[src/rtl/pe_row_scheduler_pkg.sv]
// Shared types and constants for the row-convolution PE scheduler.
package pe_sched_pkg;

    typedef enum logic [2:0] {
        IDLE,
        LOAD_F,
        LOAD_I,
        START,
        RUN
    } state_t;

    // Defaults matching the PE memories this scheduler feeds.
    localparam int DEF_WIDTH   = 8;
    localparam int DEF_DEPTH_F = 3;
    localparam int DEF_ADDR_F  = 2;
    localparam int DEF_DEPTH_I = 5;
    localparam int DEF_ADDR_I  = 3;

    // A valid 1-D convolution yields one output per filter position.
    function automatic int calc_num_out(input int depth_f, input int depth_i);
        return depth_i - depth_f + 1;
    endfunction

endpackage

[src/rtl/pe_row_scheduler_if.sv]
// All valid/ready channels and status of the scheduler; master = scheduler side.
interface pe_row_scheduler_if
    import pe_sched_pkg::*;
#(
    parameter int WIDTH  = DEF_WIDTH,
    parameter int ADDR_F = DEF_ADDR_F,
    parameter int ADDR_I = DEF_ADDR_I
);
    logic              cmd_valid, cmd_ready, cmd_reload_f, cmd_psum_en;
    logic              filt_valid, filt_ready;
    logic [WIDTH-1:0]  filt_data;
    logic              ifm_valid, ifm_ready;
    logic [WIDTH-1:0]  ifm_data;
    logic              psrc_valid, psrc_ready;
    logic [WIDTH-1:0]  psrc_data;
    logic              pe_f_valid, pe_f_ready;
    logic [WIDTH-1:0]  pe_f_data;
    logic [ADDR_F-1:0] pe_f_addr;
    logic              pe_i_valid, pe_i_ready;
    logic [WIDTH-1:0]  pe_i_data;
    logic [ADDR_I-1:0] pe_i_addr;
    logic              pe_start_valid, pe_start_ready;
    logic              pe_pin_valid, pe_pin_ready;
    logic [WIDTH-1:0]  pe_pin_data;
    logic              pe_pout_valid, pe_pout_ready;
    logic [WIDTH-1:0]  pe_pout_data;
    logic              pe_done_valid, pe_done_ready;
    logic              res_valid, res_ready, res_last;
    logic [WIDTH-1:0]  res_data;
    logic              busy, err_proto;
    logic [15:0]       job_cnt;

    modport master (
        input  cmd_valid, cmd_reload_f, cmd_psum_en,
        output cmd_ready,
        input  filt_valid, filt_data, output filt_ready,
        input  ifm_valid, ifm_data, output ifm_ready,
        input  psrc_valid, psrc_data, output psrc_ready,
        output pe_f_valid, pe_f_data, pe_f_addr, input pe_f_ready,
        output pe_i_valid, pe_i_data, pe_i_addr, input pe_i_ready,
        output pe_start_valid, input pe_start_ready,
        output pe_pin_valid, pe_pin_data, input pe_pin_ready,
        input  pe_pout_valid, pe_pout_data, output pe_pout_ready,
        input  pe_done_valid, output pe_done_ready,
        output res_valid, res_data, res_last, input res_ready,
        output busy, err_proto, job_cnt
    );

    modport slave (
        output cmd_valid, cmd_reload_f, cmd_psum_en,
        input  cmd_ready,
        output filt_valid, filt_data, input filt_ready,
        output ifm_valid, ifm_data, input ifm_ready,
        output psrc_valid, psrc_data, input psrc_ready,
        input  pe_f_valid, pe_f_data, pe_f_addr, output pe_f_ready,
        input  pe_i_valid, pe_i_data, pe_i_addr, output pe_i_ready,
        input  pe_start_valid, output pe_start_ready,
        input  pe_pin_valid, pe_pin_data, output pe_pin_ready,
        output pe_pout_valid, pe_pout_data, input pe_pout_ready,
        output pe_done_valid, input pe_done_ready,
        input  res_valid, res_data, res_last, output res_ready,
        input  busy, err_proto, job_cnt
    );

endinterface

[src/rtl/pe_row_scheduler_outreg.sv]
// One-entry valid/ready holding register with a last flag for the result stream.
module pe_sched_outreg #(
    parameter int WIDTH = 8
) (
    input  logic             clk,
    input  logic             rst_n,
    input  logic             in_valid,
    output logic             in_ready,
    input  logic [WIDTH-1:0] in_data,
    input  logic             in_last,
    output logic             out_valid,
    input  logic             out_ready,
    output logic [WIDTH-1:0] out_data,
    output logic             out_last
);

    assign in_ready = !out_valid || out_ready;

    // Load a new word when empty or draining; otherwise hold until taken.
    always_ff @(posedge clk or negedge rst_n) begin
        if (!rst_n) begin
            out_valid <= 1'b0;
            out_data  <= '0;
            out_last  <= 1'b0;
        end else if (in_valid && in_ready) begin
            out_valid <= 1'b1;
            out_data  <= in_data;
            out_last  <= in_last;
        end else if (out_ready) begin
            out_valid <= 1'b0;
        end
    end

endmodule

[src/rtl/pe_row_scheduler.sv]
// Job sequencer for one row-convolution PE: load filter/ifmap, start, feed psums, collect results.
module pe_row_scheduler
    import pe_sched_pkg::*;
#(
    parameter int WIDTH   = DEF_WIDTH,
    parameter int DEPTH_F = DEF_DEPTH_F,
    parameter int ADDR_F  = DEF_ADDR_F,
    parameter int DEPTH_I = DEF_DEPTH_I,
    parameter int ADDR_I  = DEF_ADDR_I
) (
    input  logic               clk,
    input  logic               rst_n,
    pe_row_scheduler_if.master bus
);

    localparam int NUM_OUT = calc_num_out(DEPTH_F, DEPTH_I);
    localparam int CW      = $clog2(NUM_OUT + 1);
    localparam logic [CW-1:0]     OUT_ALL  = CW'(NUM_OUT);
    localparam logic [CW-1:0]     OUT_LAST = CW'(NUM_OUT - 1);
    localparam logic [ADDR_F-1:0] F_LAST   = ADDR_F'(DEPTH_F - 1);
    localparam logic [ADDR_I-1:0] I_LAST   = ADDR_I'(DEPTH_I - 1);

    state_t            state, next_state;
    logic [ADDR_F-1:0] f_cnt;
    logic [ADDR_I-1:0] i_cnt;
    logic [CW-1:0]     pin_cnt, pout_cnt;
    logic              done_seen, filt_loaded, psum_en;
    logic              err_q;
    logic [15:0]       job_q;
    logic              or_in_ready;

    logic cmd_hs, f_hs, i_hs, start_hs, pin_hs, pout_hs, run_exit;

    assign cmd_hs   = bus.cmd_valid && bus.cmd_ready;
    assign f_hs     = bus.pe_f_valid && bus.pe_f_ready;
    assign i_hs     = bus.pe_i_valid && bus.pe_i_ready;
    assign start_hs = bus.pe_start_valid && bus.pe_start_ready;
    assign pin_hs   = bus.pe_pin_valid && bus.pe_pin_ready;
    assign pout_hs  = bus.pe_pout_valid && bus.pe_pout_ready;
    assign run_exit = done_seen && (pout_cnt == OUT_ALL) && (pin_cnt == OUT_ALL);

    assign bus.pe_f_data     = bus.filt_data;
    assign bus.pe_f_addr     = f_cnt;
    assign bus.pe_i_data     = bus.ifm_data;
    assign bus.pe_i_addr     = i_cnt;
    assign bus.pe_done_ready = 1'b1;
    assign bus.busy          = (state != IDLE);
    assign bus.err_proto     = err_q;
    assign bus.job_cnt       = job_q;

    // State register.
    always_ff @(posedge clk or negedge rst_n) begin
        if (!rst_n) state <= IDLE;
        else        state <= next_state;
    end

    // Phase sequencing; filter load is skipped when the PE still holds a valid filter.
    always_comb begin
        next_state = state;
        case (state)
            IDLE:    if (cmd_hs) next_state = (bus.cmd_reload_f || !filt_loaded) ? LOAD_F : LOAD_I;
            LOAD_F:  if (f_hs && f_cnt == F_LAST) next_state = LOAD_I;
            LOAD_I:  if (i_hs && i_cnt == I_LAST) next_state = START;
            START:   if (start_hs) next_state = RUN;
            RUN:     if (run_exit) next_state = IDLE;
            default: next_state = IDLE;
        endcase
    end

    // Per-phase handshake steering; everything outside its phase stays quiet.
    always_comb begin
        bus.cmd_ready      = 1'b0;
        bus.filt_ready     = 1'b0;
        bus.ifm_ready      = 1'b0;
        bus.psrc_ready     = 1'b0;
        bus.pe_f_valid     = 1'b0;
        bus.pe_i_valid     = 1'b0;
        bus.pe_start_valid = 1'b0;
        bus.pe_pin_valid   = 1'b0;
        bus.pe_pin_data    = '0;
        bus.pe_pout_ready  = 1'b0;
        case (state)
            IDLE:   bus.cmd_ready = 1'b1;
            LOAD_F: begin
                bus.pe_f_valid = bus.filt_valid;
                bus.filt_ready = bus.pe_f_ready;
            end
            LOAD_I: begin
                bus.pe_i_valid = bus.ifm_valid;
                bus.ifm_ready  = bus.pe_i_ready;
            end
            START:  bus.pe_start_valid = 1'b1;
            RUN: begin
                if (pin_cnt != OUT_ALL) begin
                    if (psum_en) begin
                        bus.pe_pin_valid = bus.psrc_valid;
                        bus.psrc_ready   = bus.pe_pin_ready;
                        bus.pe_pin_data  = bus.psrc_data;
                    end else begin
                        bus.pe_pin_valid = 1'b1;
                    end
                end
                bus.pe_pout_ready = (pout_cnt != OUT_ALL) && or_in_ready;
            end
            default: ;
        endcase
    end

    // Address/output counters, job flags and status; a done outside RUN is flagged, not acted on.
    always_ff @(posedge clk or negedge rst_n) begin
        if (!rst_n) begin
            f_cnt       <= '0;
            i_cnt       <= '0;
            pin_cnt     <= '0;
            pout_cnt    <= '0;
            done_seen   <= 1'b0;
            filt_loaded <= 1'b0;
            psum_en     <= 1'b0;
            err_q       <= 1'b0;
            job_q       <= '0;
        end else begin
            case (state)
                IDLE: if (cmd_hs) psum_en <= bus.cmd_psum_en;
                LOAD_F: if (f_hs) begin
                    if (f_cnt == F_LAST) begin
                        f_cnt       <= '0;
                        filt_loaded <= 1'b1;
                    end else begin
                        f_cnt <= f_cnt + 1'b1;
                    end
                end
                LOAD_I: if (i_hs) i_cnt <= (i_cnt == I_LAST) ? '0 : i_cnt + 1'b1;
                RUN: begin
                    if (run_exit) begin
                        pin_cnt   <= '0;
                        pout_cnt  <= '0;
                        done_seen <= 1'b0;
                        job_q     <= job_q + 1'b1;
                    end else begin
                        if (pin_hs)            pin_cnt   <= pin_cnt + 1'b1;
                        if (pout_hs)           pout_cnt  <= pout_cnt + 1'b1;
                        if (bus.pe_done_valid) done_seen <= 1'b1;
                    end
                end
                default: ;
            endcase
            if (bus.pe_done_valid && state != RUN) err_q <= 1'b1;
        end
    end

    pe_sched_outreg #(.WIDTH(WIDTH)) u_outreg (
        .clk       (clk),
        .rst_n     (rst_n),
        .in_valid  (pout_hs),
        .in_ready  (or_in_ready),
        .in_data   (bus.pe_pout_data),
        .in_last   (pout_cnt == OUT_LAST),
        .out_valid (bus.res_valid),
        .out_ready (bus.res_ready),
        .out_data  (bus.res_data),
        .out_last  (bus.res_last)
    );

endmodule
[src/flat_wrapper.sv]
// flat-port wrapper written by rule: the top's interface ports become plain ports
module pe_row_scheduler_flat import pe_sched_pkg::*;
#(
    parameter int WIDTH   = DEF_WIDTH,
    parameter int DEPTH_F = DEF_DEPTH_F,
    parameter int ADDR_F  = DEF_ADDR_F,
    parameter int DEPTH_I = DEF_DEPTH_I,
    parameter int ADDR_I  = DEF_ADDR_I
)
  (clk, rst_n, bus_cmd_valid, bus_cmd_reload_f, bus_cmd_psum_en, bus_cmd_ready, bus_filt_valid, bus_filt_data, bus_filt_ready, bus_ifm_valid, bus_ifm_data, bus_ifm_ready, bus_psrc_valid, bus_psrc_data, bus_psrc_ready, bus_pe_f_valid, bus_pe_f_data, bus_pe_f_addr, bus_pe_f_ready, bus_pe_i_valid, bus_pe_i_data, bus_pe_i_addr, bus_pe_i_ready, bus_pe_start_valid, bus_pe_start_ready, bus_pe_pin_valid, bus_pe_pin_data, bus_pe_pin_ready, bus_pe_pout_valid, bus_pe_pout_data, bus_pe_pout_ready, bus_pe_done_valid, bus_pe_done_ready, bus_res_valid, bus_res_data, bus_res_last, bus_res_ready, bus_busy, bus_err_proto, bus_job_cnt);
  pe_row_scheduler_if #(.WIDTH(WIDTH), .ADDR_F(ADDR_F), .ADDR_I(ADDR_I)) bus_i ();
  input  logic clk;
  input  logic rst_n;
  input wire logic [$bits(bus_i.cmd_valid)-1:0] bus_cmd_valid;
  input wire logic [$bits(bus_i.cmd_reload_f)-1:0] bus_cmd_reload_f;
  input wire logic [$bits(bus_i.cmd_psum_en)-1:0] bus_cmd_psum_en;
  output wire logic [$bits(bus_i.cmd_ready)-1:0] bus_cmd_ready;
  input wire logic [$bits(bus_i.filt_valid)-1:0] bus_filt_valid;
  input wire logic [$bits(bus_i.filt_data)-1:0] bus_filt_data;
  output wire logic [$bits(bus_i.filt_ready)-1:0] bus_filt_ready;
  input wire logic [$bits(bus_i.ifm_valid)-1:0] bus_ifm_valid;
  input wire logic [$bits(bus_i.ifm_data)-1:0] bus_ifm_data;
  output wire logic [$bits(bus_i.ifm_ready)-1:0] bus_ifm_ready;
  input wire logic [$bits(bus_i.psrc_valid)-1:0] bus_psrc_valid;
  input wire logic [$bits(bus_i.psrc_data)-1:0] bus_psrc_data;
  output wire logic [$bits(bus_i.psrc_ready)-1:0] bus_psrc_ready;
  output wire logic [$bits(bus_i.pe_f_valid)-1:0] bus_pe_f_valid;
  output wire logic [$bits(bus_i.pe_f_data)-1:0] bus_pe_f_data;
  output wire logic [$bits(bus_i.pe_f_addr)-1:0] bus_pe_f_addr;
  input wire logic [$bits(bus_i.pe_f_ready)-1:0] bus_pe_f_ready;
  output wire logic [$bits(bus_i.pe_i_valid)-1:0] bus_pe_i_valid;
  output wire logic [$bits(bus_i.pe_i_data)-1:0] bus_pe_i_data;
  output wire logic [$bits(bus_i.pe_i_addr)-1:0] bus_pe_i_addr;
  input wire logic [$bits(bus_i.pe_i_ready)-1:0] bus_pe_i_ready;
  output wire logic [$bits(bus_i.pe_start_valid)-1:0] bus_pe_start_valid;
  input wire logic [$bits(bus_i.pe_start_ready)-1:0] bus_pe_start_ready;
  output wire logic [$bits(bus_i.pe_pin_valid)-1:0] bus_pe_pin_valid;
  output wire logic [$bits(bus_i.pe_pin_data)-1:0] bus_pe_pin_data;
  input wire logic [$bits(bus_i.pe_pin_ready)-1:0] bus_pe_pin_ready;
  input wire logic [$bits(bus_i.pe_pout_valid)-1:0] bus_pe_pout_valid;
  input wire logic [$bits(bus_i.pe_pout_data)-1:0] bus_pe_pout_data;
  output wire logic [$bits(bus_i.pe_pout_ready)-1:0] bus_pe_pout_ready;
  input wire logic [$bits(bus_i.pe_done_valid)-1:0] bus_pe_done_valid;
  output wire logic [$bits(bus_i.pe_done_ready)-1:0] bus_pe_done_ready;
  output wire logic [$bits(bus_i.res_valid)-1:0] bus_res_valid;
  output wire logic [$bits(bus_i.res_data)-1:0] bus_res_data;
  output wire logic [$bits(bus_i.res_last)-1:0] bus_res_last;
  input wire logic [$bits(bus_i.res_ready)-1:0] bus_res_ready;
  output wire logic [$bits(bus_i.busy)-1:0] bus_busy;
  output wire logic [$bits(bus_i.err_proto)-1:0] bus_err_proto;
  output wire logic [$bits(bus_i.job_cnt)-1:0] bus_job_cnt;
  assign bus_i.cmd_valid = bus_cmd_valid;
  assign bus_i.cmd_reload_f = bus_cmd_reload_f;
  assign bus_i.cmd_psum_en = bus_cmd_psum_en;
  assign bus_cmd_ready = bus_i.cmd_ready;
  assign bus_i.filt_valid = bus_filt_valid;
  assign bus_i.filt_data = bus_filt_data;
  assign bus_filt_ready = bus_i.filt_ready;
  assign bus_i.ifm_valid = bus_ifm_valid;
  assign bus_i.ifm_data = bus_ifm_data;
  assign bus_ifm_ready = bus_i.ifm_ready;
  assign bus_i.psrc_valid = bus_psrc_valid;
  assign bus_i.psrc_data = bus_psrc_data;
  assign bus_psrc_ready = bus_i.psrc_ready;
  assign bus_pe_f_valid = bus_i.pe_f_valid;
  assign bus_pe_f_data = bus_i.pe_f_data;
  assign bus_pe_f_addr = bus_i.pe_f_addr;
  assign bus_i.pe_f_ready = bus_pe_f_ready;
  assign bus_pe_i_valid = bus_i.pe_i_valid;
  assign bus_pe_i_data = bus_i.pe_i_data;
  assign bus_pe_i_addr = bus_i.pe_i_addr;
  assign bus_i.pe_i_ready = bus_pe_i_ready;
  assign bus_pe_start_valid = bus_i.pe_start_valid;
  assign bus_i.pe_start_ready = bus_pe_start_ready;
  assign bus_pe_pin_valid = bus_i.pe_pin_valid;
  assign bus_pe_pin_data = bus_i.pe_pin_data;
  assign bus_i.pe_pin_ready = bus_pe_pin_ready;
  assign bus_i.pe_pout_valid = bus_pe_pout_valid;
  assign bus_i.pe_pout_data = bus_pe_pout_data;
  assign bus_pe_pout_ready = bus_i.pe_pout_ready;
  assign bus_i.pe_done_valid = bus_pe_done_valid;
  assign bus_pe_done_ready = bus_i.pe_done_ready;
  assign bus_res_valid = bus_i.res_valid;
  assign bus_res_data = bus_i.res_data;
  assign bus_res_last = bus_i.res_last;
  assign bus_i.res_ready = bus_res_ready;
  assign bus_busy = bus_i.busy;
  assign bus_err_proto = bus_i.err_proto;
  assign bus_job_cnt = bus_i.job_cnt;
  pe_row_scheduler #(.WIDTH(WIDTH), .DEPTH_F(DEPTH_F), .ADDR_F(ADDR_F), .DEPTH_I(DEPTH_I), .ADDR_I(ADDR_I)) u_core (.clk(clk), .rst_n(rst_n), .bus(bus_i));
endmodule
[config.mk]
export PLATFORM = sky130hd
export DESIGN_NAME = pe_row_scheduler_flat
export DESIGN_NICKNAME = d
export VERILOG_FILES = /design/src/rtl/pe_row_scheduler_pkg.sv /design/src/rtl/pe_row_scheduler_if.sv /design/src/rtl/pe_row_scheduler_outreg.sv /design/src/rtl/pe_row_scheduler.sv /design/src/flat_wrapper.sv
export SDC_FILE = /design/constraint.sdc
export NUM_CORES = 1
export LEC_CHECK = 0
export BUFFER_PORTS_ARGS = -buffer_cell sky130_fd_sc_hd__buf_2
export CELL_PAD_IN_SITES_DETAIL_PLACEMENT = 1
export CELL_PAD_IN_SITES_GLOBAL_PLACEMENT = 1
export CORE_ASPECT_RATIO = 0.5
export CORE_UTILIZATION = 35
export DETAILED_ROUTE_END_ITERATION = 6
export PLACE_DENSITY_LB_ADDON = 0.1
export SLEW_MARGIN = 15
export SYNTH_ARGS = -nofsm -noshare
export SYNTH_HDL_FRONTEND = slang
export SYNTH_SLANG_ARGS = --single-unit
[constraint.sdc]
create_clock -name clk -period 5.2 [get_ports clk]
set_clock_uncertainty 0.1 [all_clocks]
set_input_delay 0.52 -clock clk [delete_from_list [all_inputs] [get_ports clk]]
set_output_delay 0.52 -clock clk [all_outputs]
set_load 0.02 [all_outputs]
### After elaboration in Yosys (flattened, before gate mapping)

Index checks and enable logic that the tools add are counted.

| word-level totals | value |
|---|---|
| input port bits | 47 |
| flip-flop bits (word level) | 42 |
| output and inout bits | 67 |
| word-level logic and storage cells | 100 |

| cells by class | value |
|---|---|
| reduce and logical (&&, ||, !) cells | 32 |
| equality and inequality tests | 17 |
| multiplexer cells | 33 |
| $add $sub $neg | 5 |

Operators with widths:

| kind | count |
|---|---|
| 2-to-1 mux 8 bit | 3 |
| 2-to-1 mux 3 bit | 6 |
| 2-to-1 mux 1 bit | 17 |
| adder 16 x 1 -> 16 bit, second input constant | 1 |
| one-hot mux 3 bit (5 select lines) | 1 |
| AND reduction 2 bit | 7 |
| logical AND 1 bit | 13 |
| 2-to-1 mux 2 bit | 6 |
| != test 2 x 1 -> 1 bit, second input constant | 5 |
| == test 2 bit, second input constant | 4 |
| nonzero test 2 bit | 4 |
| adder 2 x 1 -> 2 bit, second input constant | 3 |
| == test 3 x 2 -> 1 bit, second input constant | 2 |
| == test 3 bit, second input constant | 2 |
| AND reduction 5 bit | 1 |
| != test 2 bit, second input constant | 2 |
| adder 3 x 1 -> 3 bit, second input constant | 1 |
| == test 3 x 1 -> 1 bit, second input constant | 1 |
| logical NOT 3 bit | 1 |
| != test 3 bit, second input constant | 1 |
| AND reduction 3 bit | 1 |
| nonzero test 3 bit | 1 |
| logical NOT 1 bit | 2 |
| logical OR 1 bit | 2 |

### Longest topological paths before layout

| logic depth | value |
|---|---|
| word-level depth | 7 |
| gate-level depth with buffers | 6 |
| depth with buffers taken out | 6 |

### Hierarchy

Synthesis repeated with hierarchy kept, for this count alone.

| unflattened totals | value |
|---|---|
| cell total of the unflattened synthesis | 212 |
| area total of the unflattened synthesis | 2272.2 sq um |

By module, submodules not included:

| module | sequential area each (sq um) | times used | cells each | area an instance (sq um) |
|---|---|---|---|---|
| pe_row_scheduler | 800.8 | 1 | 190 | 1846.8 |
| pe_sched_outreg | 250.2 | 1 | 22 | 425.4 |

### Worst setup path after synthesis

Ideal clock, no wire load.

| path | value |
|---|---|
| kind | reg-to-output |
| start | reg u_core.state[0] |
| end | out bus_pe_pout_ready |
| cell stages (with the launch flop) | 4 |
| required time | 4580 ps |
| setup slack | 3119 ps |
| buffers on the path | 1 |
| arrival time | 1461 ps |
| cells stage by stage | dfrtp_1 -> or3b_1 -> buf_6 -> nor3b_1 |

| on the way | value |
|---|---|
| longest elaborated chain between the ends | 2 |

Ends and longest elaborated chain:

| what | RTL line | text |
|---|---|---|
| from (decl) | pe_row_scheduler.sv:23 | `state_t state, next_state;` |
| from (signal assigned) | pe_row_scheduler.sv:54 | `else state <= next_state;` |
| == test 3 bit | pe_row_scheduler.sv:82 | `case (state)` |
| 2-to-1 mux 1 bit | pe_row_scheduler.sv:82 |  |
| to (decl) | flat_wrapper.sv:42 | `output wire logic [$bits(bus_i.pe_pout_ready)-1:0] bus_pe_pout_ready;` |

Every way passes these cells.

### Worst setup path after layout

Ends and elaborated chain as after synthesis.

==> results.py <==
metrics = {
    "outcome": {
        "run_status": "finished, final reports clean",
    },
    "cts": {
        "hold_buffers": 0,
        "cts.clk_slew.worst_paths_ps": 60,
        "postCtsSetupBuffers": 0,
        "cts_buffers": 5,
        "ctsResizeCount": 0,
        "htree_levels": 2,
        "cts_max_path_buffers": 2,
        "clock-sinks": 42,
        "cts_tree": "done",
        "insertion_delay_ps": 280,
        "cts-root-buf": "clkbuf_16",
    },
    "placed_design": {
        "place_ws_ps": 3010,
        "place_hpwl_mm": 3.80,
        "gp_congestion": 0.786,
        "io_buffers": 80,
    },
    "setup_path": {
        "start_kind": "flop",
        "required_ps": 4580,
        "reg2reg_depth": 3,
        "critPathKind": "flop to output pin",
        "cp_slowest_stage_delay_ps": 570,
        "timing.rr.end": "u_core.u_outreg.out_last",
        "r2r-start": "u_core.state[0]",
        "crit_chain": "or3b_1, nor3b_1, buf_2",
        "r2r_slack_ps": 3040,
        "crit_slowest_cell": "or3b_1",
        "cp.buffers_inverters": 1,
        "endpoint_kind": "output pin",
        "critical_path.max_fanout": 15,
        "crit_family": "simple AND/OR/NAND/NOR gates",
        "crit_arrival_ps": 1840,
    },
    "timing": {
        "hold_violations": 0,
        "max_freq_mhz": 407,
        "setup_viol": 0,
        "fin_crit_ps": 2460,
        "rsz0062_at_grt": "no",
        "setup_ws_ps": 2740,
        "relSlewSlack": 0.359,
        "tightest_slew_ps": 962,
        "fin_crit_sh": 0.473,
        "finalSetupTns_ps": 0,
        "slew_viol_final": 0,
    },
    "power_and_ir_drop": {
        "comb_power_share": 0.321,
        "intPower_uw": 813,
        "power.density_nw_per_um2": 468,
        "p_leak_uw": 0.00144,
        "power.share.clock": 0.279,
        "switching_share": 0.356,
        "p_sw_uw": 449,
        "peakVddDrop_uv": 223,
        "power_frac_seq": 0.400,
    },
    "synth": {
        "seq_area_frac_synth": 0.479,
        "synth_ff_type": "dfrtp_1",
        "ys_seq_elements": 42,
        "synth.area.top_cells": "dfrtp_1, mux2_2, buf_4",
        "yosysUniqueCellTypes": 37,
        "synthesis.area_um2": 2200,
        "synth_top_area_cell": "dfrtp_1",
        "syn_inst": 208,
        "syn_nets": 261,
        "yosys_warnings": 0,
        "synth_area_per_cell_um2": 10.6,
        "postSynth.asyncResetShare": 1.00,
        "synth_top_area_frac": 0.479,
        "synth_edf_count": 0,
    },
    "finish": {
        "area_growth_pct": 23.0,
        "final_common_cell": "buf_2",
        "regArea_um2": 1050,
        "fin_util": 0.469,
        "layout_common_cells": "buf_2, dfrtp_1, nand3_1, nand2_1, mux2_2",
        "drive_above_1_share": 0.374,
        "fin_nets": 325,
        "nFillCells": 684,
        "n_antenna_cell": 0,
        "multiInputGateArea_um2": 955,
    },
    "run": {
        "max_cap_violations": 0,
    },
    "global_routing": {
        "gr-total-overflow": 0,
        "grt_max_degree": 43,
        "antenna_found_initial": 0,
        "grt_pass1_vias": 1755,
        "grt_pass1_wl_mm": 8.62,
        "track_usage": 0.171,
    },
    "floorplanning": {
        "die_h_um": 58.0,
        "std_cell_rows": 19,
        "dieArea_um2": 6610,
        "num_io_pins": 114,
        "start_util": 0.382,
        "die_w_um": 114,
        "core_um2": 5750,
    },
    "drt": {
        "wl_met1_mm": 2.33,
        "via_per_inst": 4.83,
        "postRouteAntennaNets": 0,
        "drc": 0,
        "firstDrtPassIters": 3,
        "drt_iter0_drc": 59,
        "routed-wl-met2_mm": 2.33,
        "avgRoutedWirePerCell_um": 14.2,
        "met3_length_um": 324,
        "vias": 1725,
        "highest_layer": "met4",
        "drt_wl_total_mm": 5.07,
    },
    "worst_hold_path": {
        "hp-class": "primary input to asynchronous set/reset pin",
    },
}
==> layer usage <==
metal | vias up | track usage
li1 | 831 | -
met1 | 838 | 0.230
met2 | 45 | 0.261
met3 | 11 | 0.0533
met4 | 0 | 0.0668
met5 | - | 0
==> cells in the mapped netlist, types with 2 or more instances <==
master and n:
nand3_1 14, or3_1 3, dfrtp_1 42, clkbuf_1 2, nor2b_1 2, nor3b_1 3
a21oi_1 4, xor2_1 6, nor4_1 4, inv_1 7, buf_2 2, and3_1 12
mux2_2 13, nand4_1 5, xnor2_1 9, a21o_1 3, nor3_1 4, o21ai_0 7
nand2_1 14, and2_1 2, nand3b_1 2, nor2_1 11, buf_4 18, ha_1 6
==> cell families (layout without fill, tap and decap cells) <==
group	count (synthesis)	after routing	synth area share
mux	14	14	0.0712
buf+inv	30	95	0.0866
flops	42	42	0.479
fa+ha+maj	6	6	0.0342
compound gates	17	17	0.0456
other cells	1	1	0.00171
xor+xnor	15	15	0.0598
simple gates	83	83	0.222
==> registers in the layout, indices dropped and copies added, names as in the netlist <==
signal / cells
u_core.state: 3
u_core.u_outreg.out_data: 8
u_core.bus.err_proto: 1
u_core.pout_cnt: 2
u_core.psum_en: 1
u_core.filt_loaded: 1
u_core.bus.pe_i_addr: 3
u_core.bus.pe_f_addr: 2
u_core.u_outreg.out_last: 1
u_core.pin_cnt: 2
u_core.u_outreg.out_valid: 1
u_core.done_seen: 1
u_core.bus.job_cnt: 16
==> per-stage QoR <==
stage	hold slack (ps)	instance area (µm²)	instances	power (µW)
6_report	292	2700	357	1260
5_1_grt	363	2700	357	1360
4_1_cts	315	2700	357	1280
3_5_place_dp	340	2540	349	924
3_3_place_gp	336	2540	349	907
2_1_floorplan	124	2200	208	804
==> how the worst max path moves through the flow <==
stage,start,end,cells past startpoint
finish,u_core.state[0],bus_pe_pout_ready,3
global route,u_core.state[0],bus_pe_pout_ready,3
CTS,u_core.state[0],bus_pe_pout_ready,3
detailed placement,u_core.state[0],u_core.u_outreg.out_data[5],3
global placement,u_core.state[0],u_core.u_outreg.out_data[1],3
floorplan,u_core.state[0],bus_pe_pout_ready,3
==> power by group through the flow <==
stage / clock, µW / sequential, µW / combinational [µW]
2_1_floorplan: 0 / 534 / 271
3_3_place_gp: 0 / 505 / 403
3_5_place_dp: 0 / 512 / 411
4_1_cts: 364 / 507 / 413
5_1_grt: 379 / 525 / 451
6_report: 352 / 506 / 405
==> layout make-up <==
type,instances,area share
flip-flops and latches,42,0.389
multi-input cells,136,0.354
repair buffers,80,0.148
clock buffers,7,0.0491
well taps,84,0.0389
clock inverters,1,0.0111
inverters,7,0.00973
Power figures use the tool's default switching activity.
